$ cat src/rtl/div5b_pkg.sv
// Shared constants and state encoding for the 5-bit restoring divider (div5bs).
package div5b_pkg;

    localparam int W    = 5;
    localparam int ITER = 5;
    localparam int CW   = 3;

    localparam logic [CW-1:0] CNT_INIT = CW'(ITER - 1);
    localparam logic [W-1:0]  QMAX     = '1;

    typedef enum logic [1:0] {
        IDLE = 2'd0,
        RUN  = 2'd1,
        DONE = 2'd2
    } state_t;

endpackage

$ cat src/rtl/res6bj.sv
// res6bj: 6-bit ripple subtractor built from adder cells on the inverted subtrahend.
// Carry-in is 1 (two's complement); o_borrow is the inverted final carry.
module res6bj
    import div5b_pkg::*;
(
    input  logic [W:0] i_a,
    input  logic [W:0] i_b,
    output logic [W:0] o_d,
    output logic       o_borrow
);

    logic [W+1:0] w_carry;

    assign w_carry[0] = 1'b1;

    for (genvar i = 0; i <= W; i++) begin : g_cell
        logic w_bInv;
        assign w_bInv       = ~i_b[i];
        assign o_d[i]       = i_a[i] ^ w_bInv ^ w_carry[i];
        assign w_carry[i+1] = (i_a[i] & w_bInv) | (w_carry[i] & (i_a[i] ^ w_bInv));
    end

    assign o_borrow = ~w_carry[W+1];

endmodule

$ cat src/rtl/div5bs.sv
// div5bs: 5-bit sequential restoring divider, one quotient bit per clock, MSB first.
// Define DIV5BS_DIVZERO_EN for a one-cycle divide-by-zero shortcut that raises err.
module div5bs
    import div5b_pkg::*;
(
    input  logic         clk,
    input  logic         rst_n,
    input  logic         start,
    input  logic [W-1:0] a,
    input  logic [W-1:0] b,
    output logic         busy,
    output logic         done,
    output logic [W-1:0] q,
    output logic [W-1:0] r,
    output logic         err
);

    state_t        r_state;
    logic [W-1:0]  r_dividend;
    logic [W-1:0]  r_divisor;
    logic [W-1:0]  r_rem;
    logic [W-1:0]  r_quot;
    logic [CW-1:0] r_count;
`ifdef DIV5BS_DIVZERO_EN
    logic          r_divZero;
`endif

    logic [W:0]    w_p;
    logic [W:0]    w_d;
    logic          w_borrow;
    logic          w_unusedDiffMsb;
    logic [W-1:0]  w_nextRem;
    logic [W-1:0]  w_nextQuot;

    assign w_p = {r_rem, r_dividend[W-1]};

    res6bj u_sub (
        .i_a      (w_p),
        .i_b      ({1'b0, r_divisor}),
        .o_d      (w_d),
        .o_borrow (w_borrow)
    );

    // A borrow means the trial subtraction failed: keep the shifted partial remainder.
    assign w_nextRem       = w_borrow ? w_p[W-1:0] : w_d[W-1:0];
    assign w_nextQuot      = {r_quot[W-2:0], ~w_borrow};
    assign w_unusedDiffMsb = w_d[W];

    always_ff @(posedge clk or negedge rst_n) begin
        if (!rst_n) begin
            r_state    <= IDLE;
            r_dividend <= '0;
            r_divisor  <= '0;
            r_rem      <= '0;
            r_quot     <= '0;
            r_count    <= '0;
`ifdef DIV5BS_DIVZERO_EN
            r_divZero  <= 1'b0;
`endif
            busy       <= 1'b0;
            done       <= 1'b0;
            q          <= '0;
            r          <= '0;
            err        <= 1'b0;
        end else begin
            case (r_state)
                IDLE, DONE: begin
                    done <= 1'b0;
                    if (start) begin
                        r_dividend <= a;
                        r_divisor  <= b;
                        r_rem      <= '0;
                        r_quot     <= '0;
                        r_count    <= CNT_INIT;
`ifdef DIV5BS_DIVZERO_EN
                        r_divZero  <= (b == '0);
`endif
                        busy       <= 1'b1;
                        r_state    <= RUN;
                    end else begin
                        r_state <= IDLE;
                    end
                end
                RUN: begin
`ifdef DIV5BS_DIVZERO_EN
                    // Dividend is still unshifted here, so it is the remainder as captured.
                    if (r_divZero) begin
                        q       <= QMAX;
                        r       <= r_dividend;
                        err     <= 1'b1;
                        busy    <= 1'b0;
                        done    <= 1'b1;
                        r_state <= DONE;
                    end else
`endif
                    begin
                        r_rem      <= w_nextRem;
                        r_quot     <= w_nextQuot;
                        r_dividend <= {r_dividend[W-2:0], 1'b0};
                        r_count    <= r_count - CW'(1);
                        if (r_count == '0) begin
                            q       <= w_nextQuot;
                            r       <= w_nextRem;
                            err     <= 1'b0;
                            busy    <= 1'b0;
                            done    <= 1'b1;
                            r_state <= DONE;
                        end
                    end
                end
                default: begin
                    busy    <= 1'b0;
                    done    <= 1'b0;
                    r_state <= IDLE;
                end
            endcase
        end
    end

endmodule
$ cat config.mk
export PLATFORM = sky130hd
export DESIGN_NAME = div5bs
export DESIGN_NICKNAME = d
export VERILOG_FILES = /design/src/rtl/div5b_pkg.sv /design/src/rtl/res6bj.sv /design/src/rtl/div5bs.sv
export SDC_FILE = /design/constraint.sdc
export NUM_CORES = 1
export LEC_CHECK = 0
export ABC_AREA = 1
export BUFFER_PORTS_ARGS = -buffer_cell sky130_fd_sc_hd__buf_4
export CELL_PAD_IN_SITES_DETAIL_PLACEMENT = 1
export CELL_PAD_IN_SITES_GLOBAL_PLACEMENT = 1
export CORE_UTILIZATION = 45
export CTS_BUF_LIST = sky130_fd_sc_hd__clkbuf_8
export DETAILED_ROUTE_END_ITERATION = 6
export PLACE_DENSITY = 0.86
export SYNTH_ARGS = -nofsm -noshare
export SYNTH_HDL_FRONTEND = slang
export SYNTH_SLANG_ARGS = --single-unit
$ cat constraint.sdc
create_clock -name clk -period 6.75 [get_ports clk]
set_input_delay 1.35 -clock clk [delete_from_list [all_inputs] [get_ports clk]]
set_output_delay 1.35 -clock clk [all_outputs]
set_load 0.005 [all_outputs]
---- After elaboration in Yosys (flattened, before gate mapping) ----
Cells that the tools add are included.
storage, ports and cells
  register bits after elaboration ......... 36
  bits in latches ......................... 0
  RAM bits ................................ 0
  memory bits (read-only) ................. 0
  output and inout bits ................... 13
  word-level logic and storage cells ...... 71
  memories kept ........................... 0
cells by class
  $add $sub $neg .......................... 1
  $mul .................................... 0
  div/mod/pow operators ................... 0
  magnitude comparators ................... 0
  equality and inequality tests ........... 4
  shift operators ......................... 0
  muxes and demuxes ....................... 16
  bitwise gates (word level) .............. 32
  reductions and logical operators ........ 8
operators by type and width
  operator                                              number
  one-hot mux 5 bit (2 select lines)                    2
  2-to-1 mux 5 bit                                      3
  bitwise AND 1 bit                                     10
  bitwise XOR 1 bit                                     9
  one-hot mux 4 bit (2 select lines)                    1
  AND reduction 2 bit                                   4
  inverter 1 bit                                        7
  OR 1 bit                                              6
  one-hot mux 3 bit (2 select lines)                    1
  2-to-1 mux 1 bit                                      5
  inequality test 2 bit (second input constant)         2
  one-hot mux 2 bit (2 select lines)                    1
  logical NOT 3 bit                                     1
  2-to-1 mux 3 bit                                      1
  subtractor 3 x 1 -> 3 bit (second input constant)     1
  equality test 2 x 1 -> 1 bit (second input constant)  1
  equality test 2 bit (second input constant)           1
  logical NOT 2 bit                                     1
  2-to-1 mux 2 bit                                      1
  one-hot mux 1 bit (2 select lines)                    1
  nonzero test 2 bit                                    1
  OR reduction 2 bit                                    1

---- Depth between registers and ports, before layout ----
  depth in word-level cells ............... 15
  mapped depth ............................ 13
  gate-level depth less buffers ........... 13

---- By module ----
From an unflattened synthesis, not the netlist that was laid out.
second synthesis, totals
  cell total of the unflattened synthesis .. 198
  area, all modules ....................... 1705.4 µm²
modules (own cells, without submodules)
  module  times used  cells each  area an instance (µm²)  seq. area each (µm²)
  div5bs  1           179         1544.0                  875.8
  res6bj  1           19          161.4                   0.0

---- Worst setup path after synthesis ----
OpenSTA, ideal clock, no wires.
  path kind ............................... flip-flop to flip-flop
  start point ............................. register r_dividend[4]
  end point ............................... register r_quot[0]
  library setup time ...................... 0.082 ns
  data arrival time ....................... 2.361 ns
  data required time ...................... 6.668 ns
  path slack .............................. 4.306 ns
  cell stages (with the launch flop) ...... 12
  period minus slack after synthesis ...... 2.444 ns
  path through ............................ dfrtp_1 > inv_1 > ha_1 > inv_1 > fa_1 > inv_1 > fa_1 > fa_1 > fa_1 > nand2_1 > inv_1 > o22ai_1
on the way
  cells in the longest elaborated chain, start to end .. 13
RTL lines
  what                                                    line          RTL
  from (decl)                                             div5bs.sv:19  logic [W-1:0] r_dividend;
  from (signal assigned)                                  div5bs.sv:99  r_dividend <= {r_dividend[W-2:0], 1'b0};
  bitwise AND 1 bit or bitwise XOR 1 bit (tied branches)  res6bj.sv:20  assign w_carry[i+1] = (i_a[i] & w_bInv) | (w_carry[i] & (i_a[i] ^ w_bInv));
  OR 1 bit (*)                                            res6bj.sv:20
  bitwise AND 1 bit (*)                                   res6bj.sv:20
  OR 1 bit (*)                                            res6bj.sv:20
  bitwise AND 1 bit (*)                                   res6bj.sv:20
  OR 1 bit (*)                                            res6bj.sv:20
  bitwise AND 1 bit (*)                                   res6bj.sv:20
  OR 1 bit (*)                                            res6bj.sv:20
  bitwise AND 1 bit (*)                                   res6bj.sv:20
  OR 1 bit (*)                                            res6bj.sv:20
  bitwise AND 1 bit (*)                                   res6bj.sv:20
  OR 1 bit (*)                                            res6bj.sv:20
  one-hot mux 4 bit (2 select lines) (*)                  div5bs.sv:66  case (r_state)
  to (signal assigned)                                    div5bs.sv:98  r_quot <= w_nextQuot;
  to (decl)                                               div5bs.sv:22  logic [W-1:0] r_quot;
Mark *: on every way between the ends. The rest lies on a longest branch, timed or not.
A chain may end at the register's enable or synchronous reset.

---- Final worst setup path ----
  start point ............................. register r_dividend[4]
  end point ............................... register r[2]
on the way
  cells in the longest elaborated chain, start to end .. 13
RTL lines
  what                                                    line           RTL
  bitwise AND 1 bit or bitwise XOR 1 bit (tied branches)  res6bj.sv:20
  OR 1 bit (*)                                            res6bj.sv:20
  bitwise AND 1 bit (*)                                   res6bj.sv:20
  OR 1 bit (*)                                            res6bj.sv:20
  bitwise AND 1 bit                                       res6bj.sv:20
  OR 1 bit                                                res6bj.sv:20
  bitwise AND 1 bit                                       res6bj.sv:20
  OR 1 bit                                                res6bj.sv:20
  bitwise AND 1 bit                                       res6bj.sv:20
  OR 1 bit                                                res6bj.sv:20
  bitwise AND 1 bit                                       res6bj.sv:20
  OR 1 bit                                                res6bj.sv:20
  2-to-1 mux 5 bit (*)                                    div5bs.sv:45   assign w_nextRem = w_borrow ? w_p[W-1:0] : w_d[W-1:0];
  to (signal assigned)                                    div5bs.sv:103  r <= w_nextRem;
  to (decl)                                               div5bs.sv:14   output logic [W-1:0] r,
Marks and branches as above.

==> results.txt <==
Clk_lat worst skew: 0.29 ns
Commonest non-fill, non-tap cell in the layout: nand2_1
Die area: 3990 sq um
Hpwl dp: 2690 um
Most frequent cells in the layout: nand2_1, dfrtp_1, inv_1, buf_4, nand3_1
TritonCTS Buffers: 5
GR Util All Layers: 20.5%
First-pass GRT wire length: 6120 um
CP Launch Point: r_dividend[4]$_DFFE_PN0P_
TritonCTS Sinks: 35
WP buf/inv: 3
Detailed Route WL: 3510 um
Setup bufs post-CTS: 0
Seq. cell area: 876 sq um
FF+latch count, synth: 35
Detailed Route Iter0 Violations: 52
Reg2reg setup slack: 3.94 ns
Final Slew Violations: 0
CTS Buffer Depth: 2
Die Ht: 63.2 um
RSZ-0062 raised after global routing: no
Slowest CP cell: fa_1
Sequential area share after synthesis: 52.0%
Largest stage delay, worst path: 0.49 ns
Crit path cell chain: inv_1 -> ha_1 -> inv_1 -> fa_1 -> inv_1 -> fa_1 -> fa_1 -> fa_1 -> nand2_1 -> nand2_1 -> nand2_1 -> nand2_1 -> nand2_1
Initial Util: 48.6%
Worst EP required: 6.98 ns
Crit Path Max Fanout: 6
NumNets Final: 242
Worst setup path end: r[2]$_DFFE_PN0P_
Worst Setup End Kind: flip-flop
Crit-path most repeated cell: nand2_1
First-pass DRT Iterations: 4
Drt wl/cell: 13.0 um
Hold Crit Class: flip-flop to flip-flop
Worst r2r dst: r[2]$_DFFE_PN0P_
Setup TNS: 0 ns
Core Rows: 21
Chip width: 63.2 um
Reg2reg start: r_dividend[4]$_DFFE_PN0P_
Pwr dens: 533 nW/um^2
Startpoint Class: flip-flop
Status: finished, final reports clean
Cell variety after synth: 19
Synthesized cell area: 1690 sq um
Final period util: 41.7%
Share of layout cells above drive strength 1: 20.2%
Syn_area_per_cell: 8.64 sq um
Post-Layout Cell Count: 269
Highest Clock Rate: 355 MHz
Clock-pin slew on the worst setup and hold paths: 0.07 ns
Mapped Nets: 215
Area growth syn-to-layout: 16.7%
N_diodes: 0
Worst path top cell family by delay: adder cells
Crit path depth: 13
Grt ovf: 0
Vias in the first global route: 1324
Filler cell count: 443
Final ANT Viol Nets: 0
I/O Buffers: 24
Leak: 1.12 nW
Final Hold Fails: 0
Worst R2R Path Depth: 13
Largest net degree at the start of global routing: 36
# hold bufs at CTS: 0
Critical path class: flip-flop to flip-flop
Placed cell area: 1880 sq um
CTS tree: built
Root buf cell: clkbuf_8
Post-Synthesis Cells: 195
Final min period: 2.81 ns
Ys Warns: 0
Routability cong.: 0.905
Residual DRC count: 0
Core area: 3470 sq um
Fin area: 1970 sq um
Via Count: 1333
Final Util: 56.7%
Antenna violations before repair: 0
Area of the multi-input gates: 646 sq um
Peak supply drop: 225 uV
Setup violators final: 0
H-tree lvl count: 2
Worst endpoint data arrival time: 3.04 ns
Mean number of vias per cell: 4.96
CTS resizes: 0
Placed Cells: 261
Max Cap Viol: 0
Worst Skew: 0.00396 ns
# IOs: 26
-- synth_stat cells --
| master | count | area share [%] |
|---|---|---|
| nand2_2 | 2 | 0.74 |
| fa_1 | 4 | 4.8 |
| a21oi_1 | 1 | 0.30 |
| o21ai_2 | 6 | 3.1 |
| buf_4 | 2 | 0.89 |
| nand2_4 | 2 | 1.3 |
| o21ai_0 | 1 | 0.30 |
| inv_2 | 2 | 0.45 |
| nor2_4 | 1 | 0.67 |
| o22ai_1 | 5 | 1.9 |
| nor2_1 | 2 | 0.45 |
| buf_6 | 1 | 0.67 |
| clkbuf_8 | 1 | 0.82 |
| nand2_1 | 79 | 18 |
| nand3_1 | 16 | 4.8 |
| dfrtp_1 | 35 | 52 |
| inv_1 | 31 | 6.9 |
| ha_1 | 3 | 2.2 |
| conb_1 | 1 | 0.22 |
-- sequential cells by signal, indices dropped and copies added (netlist names) --
register,cells
busy,1
q,5
r,5
r_count,3
r_dividend,5
r_divisor,5
r_quot,4
r_rem,5
r_state,2
-- cell type report --
| cell class | instances | share of cell area, % |
|---|---|---|
| multi-input cells | 123 | 32.8 |
| flip-flops and latches | 35 | 44.5 |
| inverters | 33 | 6.30 |
| repair buffers | 24 | 9.16 |
| clock buffers | 5 | 3.50 |
| well taps | 46 | 2.93 |
| clock inverters | 3 | 0.763 |
-- stage by stage --
stage / hold WS [ns] / setup WS [ns] / total power, W
after detailed placement: 0.467 / 3.98 / 0.000917
after global routing: 0.498 / 3.75 / 0.00116
final: 0.480 / 3.94 / 0.00105
after floorplan: 0.446 / 4.31 / 0.000750
after CTS: 0.484 / 3.93 / 0.00106
after global placement: 0.457 / 4.17 / 0.000865
-- per-layer routing --
layer | track usage, % | routed length (um)
met5 | 0 | 0
met4 | 10.2 | 81
met3 | 5.98 | 158
met2 | 34.0 | 1770
met1 | 24.1 | 1500
-- cell families (layout without fill, tap and decap cells) --
logic type | Yosys count | count (layout) | share of synthesized area [%]
fa+ha+maj | 7 | 7 | 6.98
buf+inv | 37 | 65 | 9.72
compound gates | 13 | 13 | 5.57
other cells | 1 | 1 | 0.223
simple gates | 102 | 102 | 25.5
flops | 35 | 35 | 52.0
-- worst min path at each step --
| stage | startpoint | end | cells after the start |
|---|---|---|---|
| 2_1_floorplan | r_divisor[0]$_DFFE_PN0P_ | r_divisor[0]$_DFFE_PN0P_ | 2 |
| 3_3_place_gp | busy$_DFFE_PN0P_ | busy$_DFFE_PN0P_ | 2 |
| 3_5_place_dp | r[3]$_DFFE_PN0P_ | r[3]$_DFFE_PN0P_ | 2 |
| 4_1_cts | busy$_DFFE_PN0P_ | busy$_DFFE_PN0P_ | 2 |
| 5_1_grt | r[3]$_DFFE_PN0P_ | r[3]$_DFFE_PN0P_ | 2 |
| 6_report | r[3]$_DFFE_PN0P_ | r[3]$_DFFE_PN0P_ | 2 |
-- tightest hold or removal path, cell delays in order (launching register included) --
cell     delay [ns]
dfrtp_1        0.35
nand2_1        0.05
nand2_1        0.05
-- power breakdown --
| part | switching, W | internal [W] | leakage [nW] | total [W] |
|---|---|---|---|---|
| combinational | 0.000335 | 0.000199 | 0.639 | 0.000535 |
| sequential | 0.0000583 | 0.000311 | 0.434 | 0.000369 |
| clock | 0.0000742 | 0.0000704 | 0.0477 | 0.000145 |
Note: power is estimated with default switching activity, not from simulation.
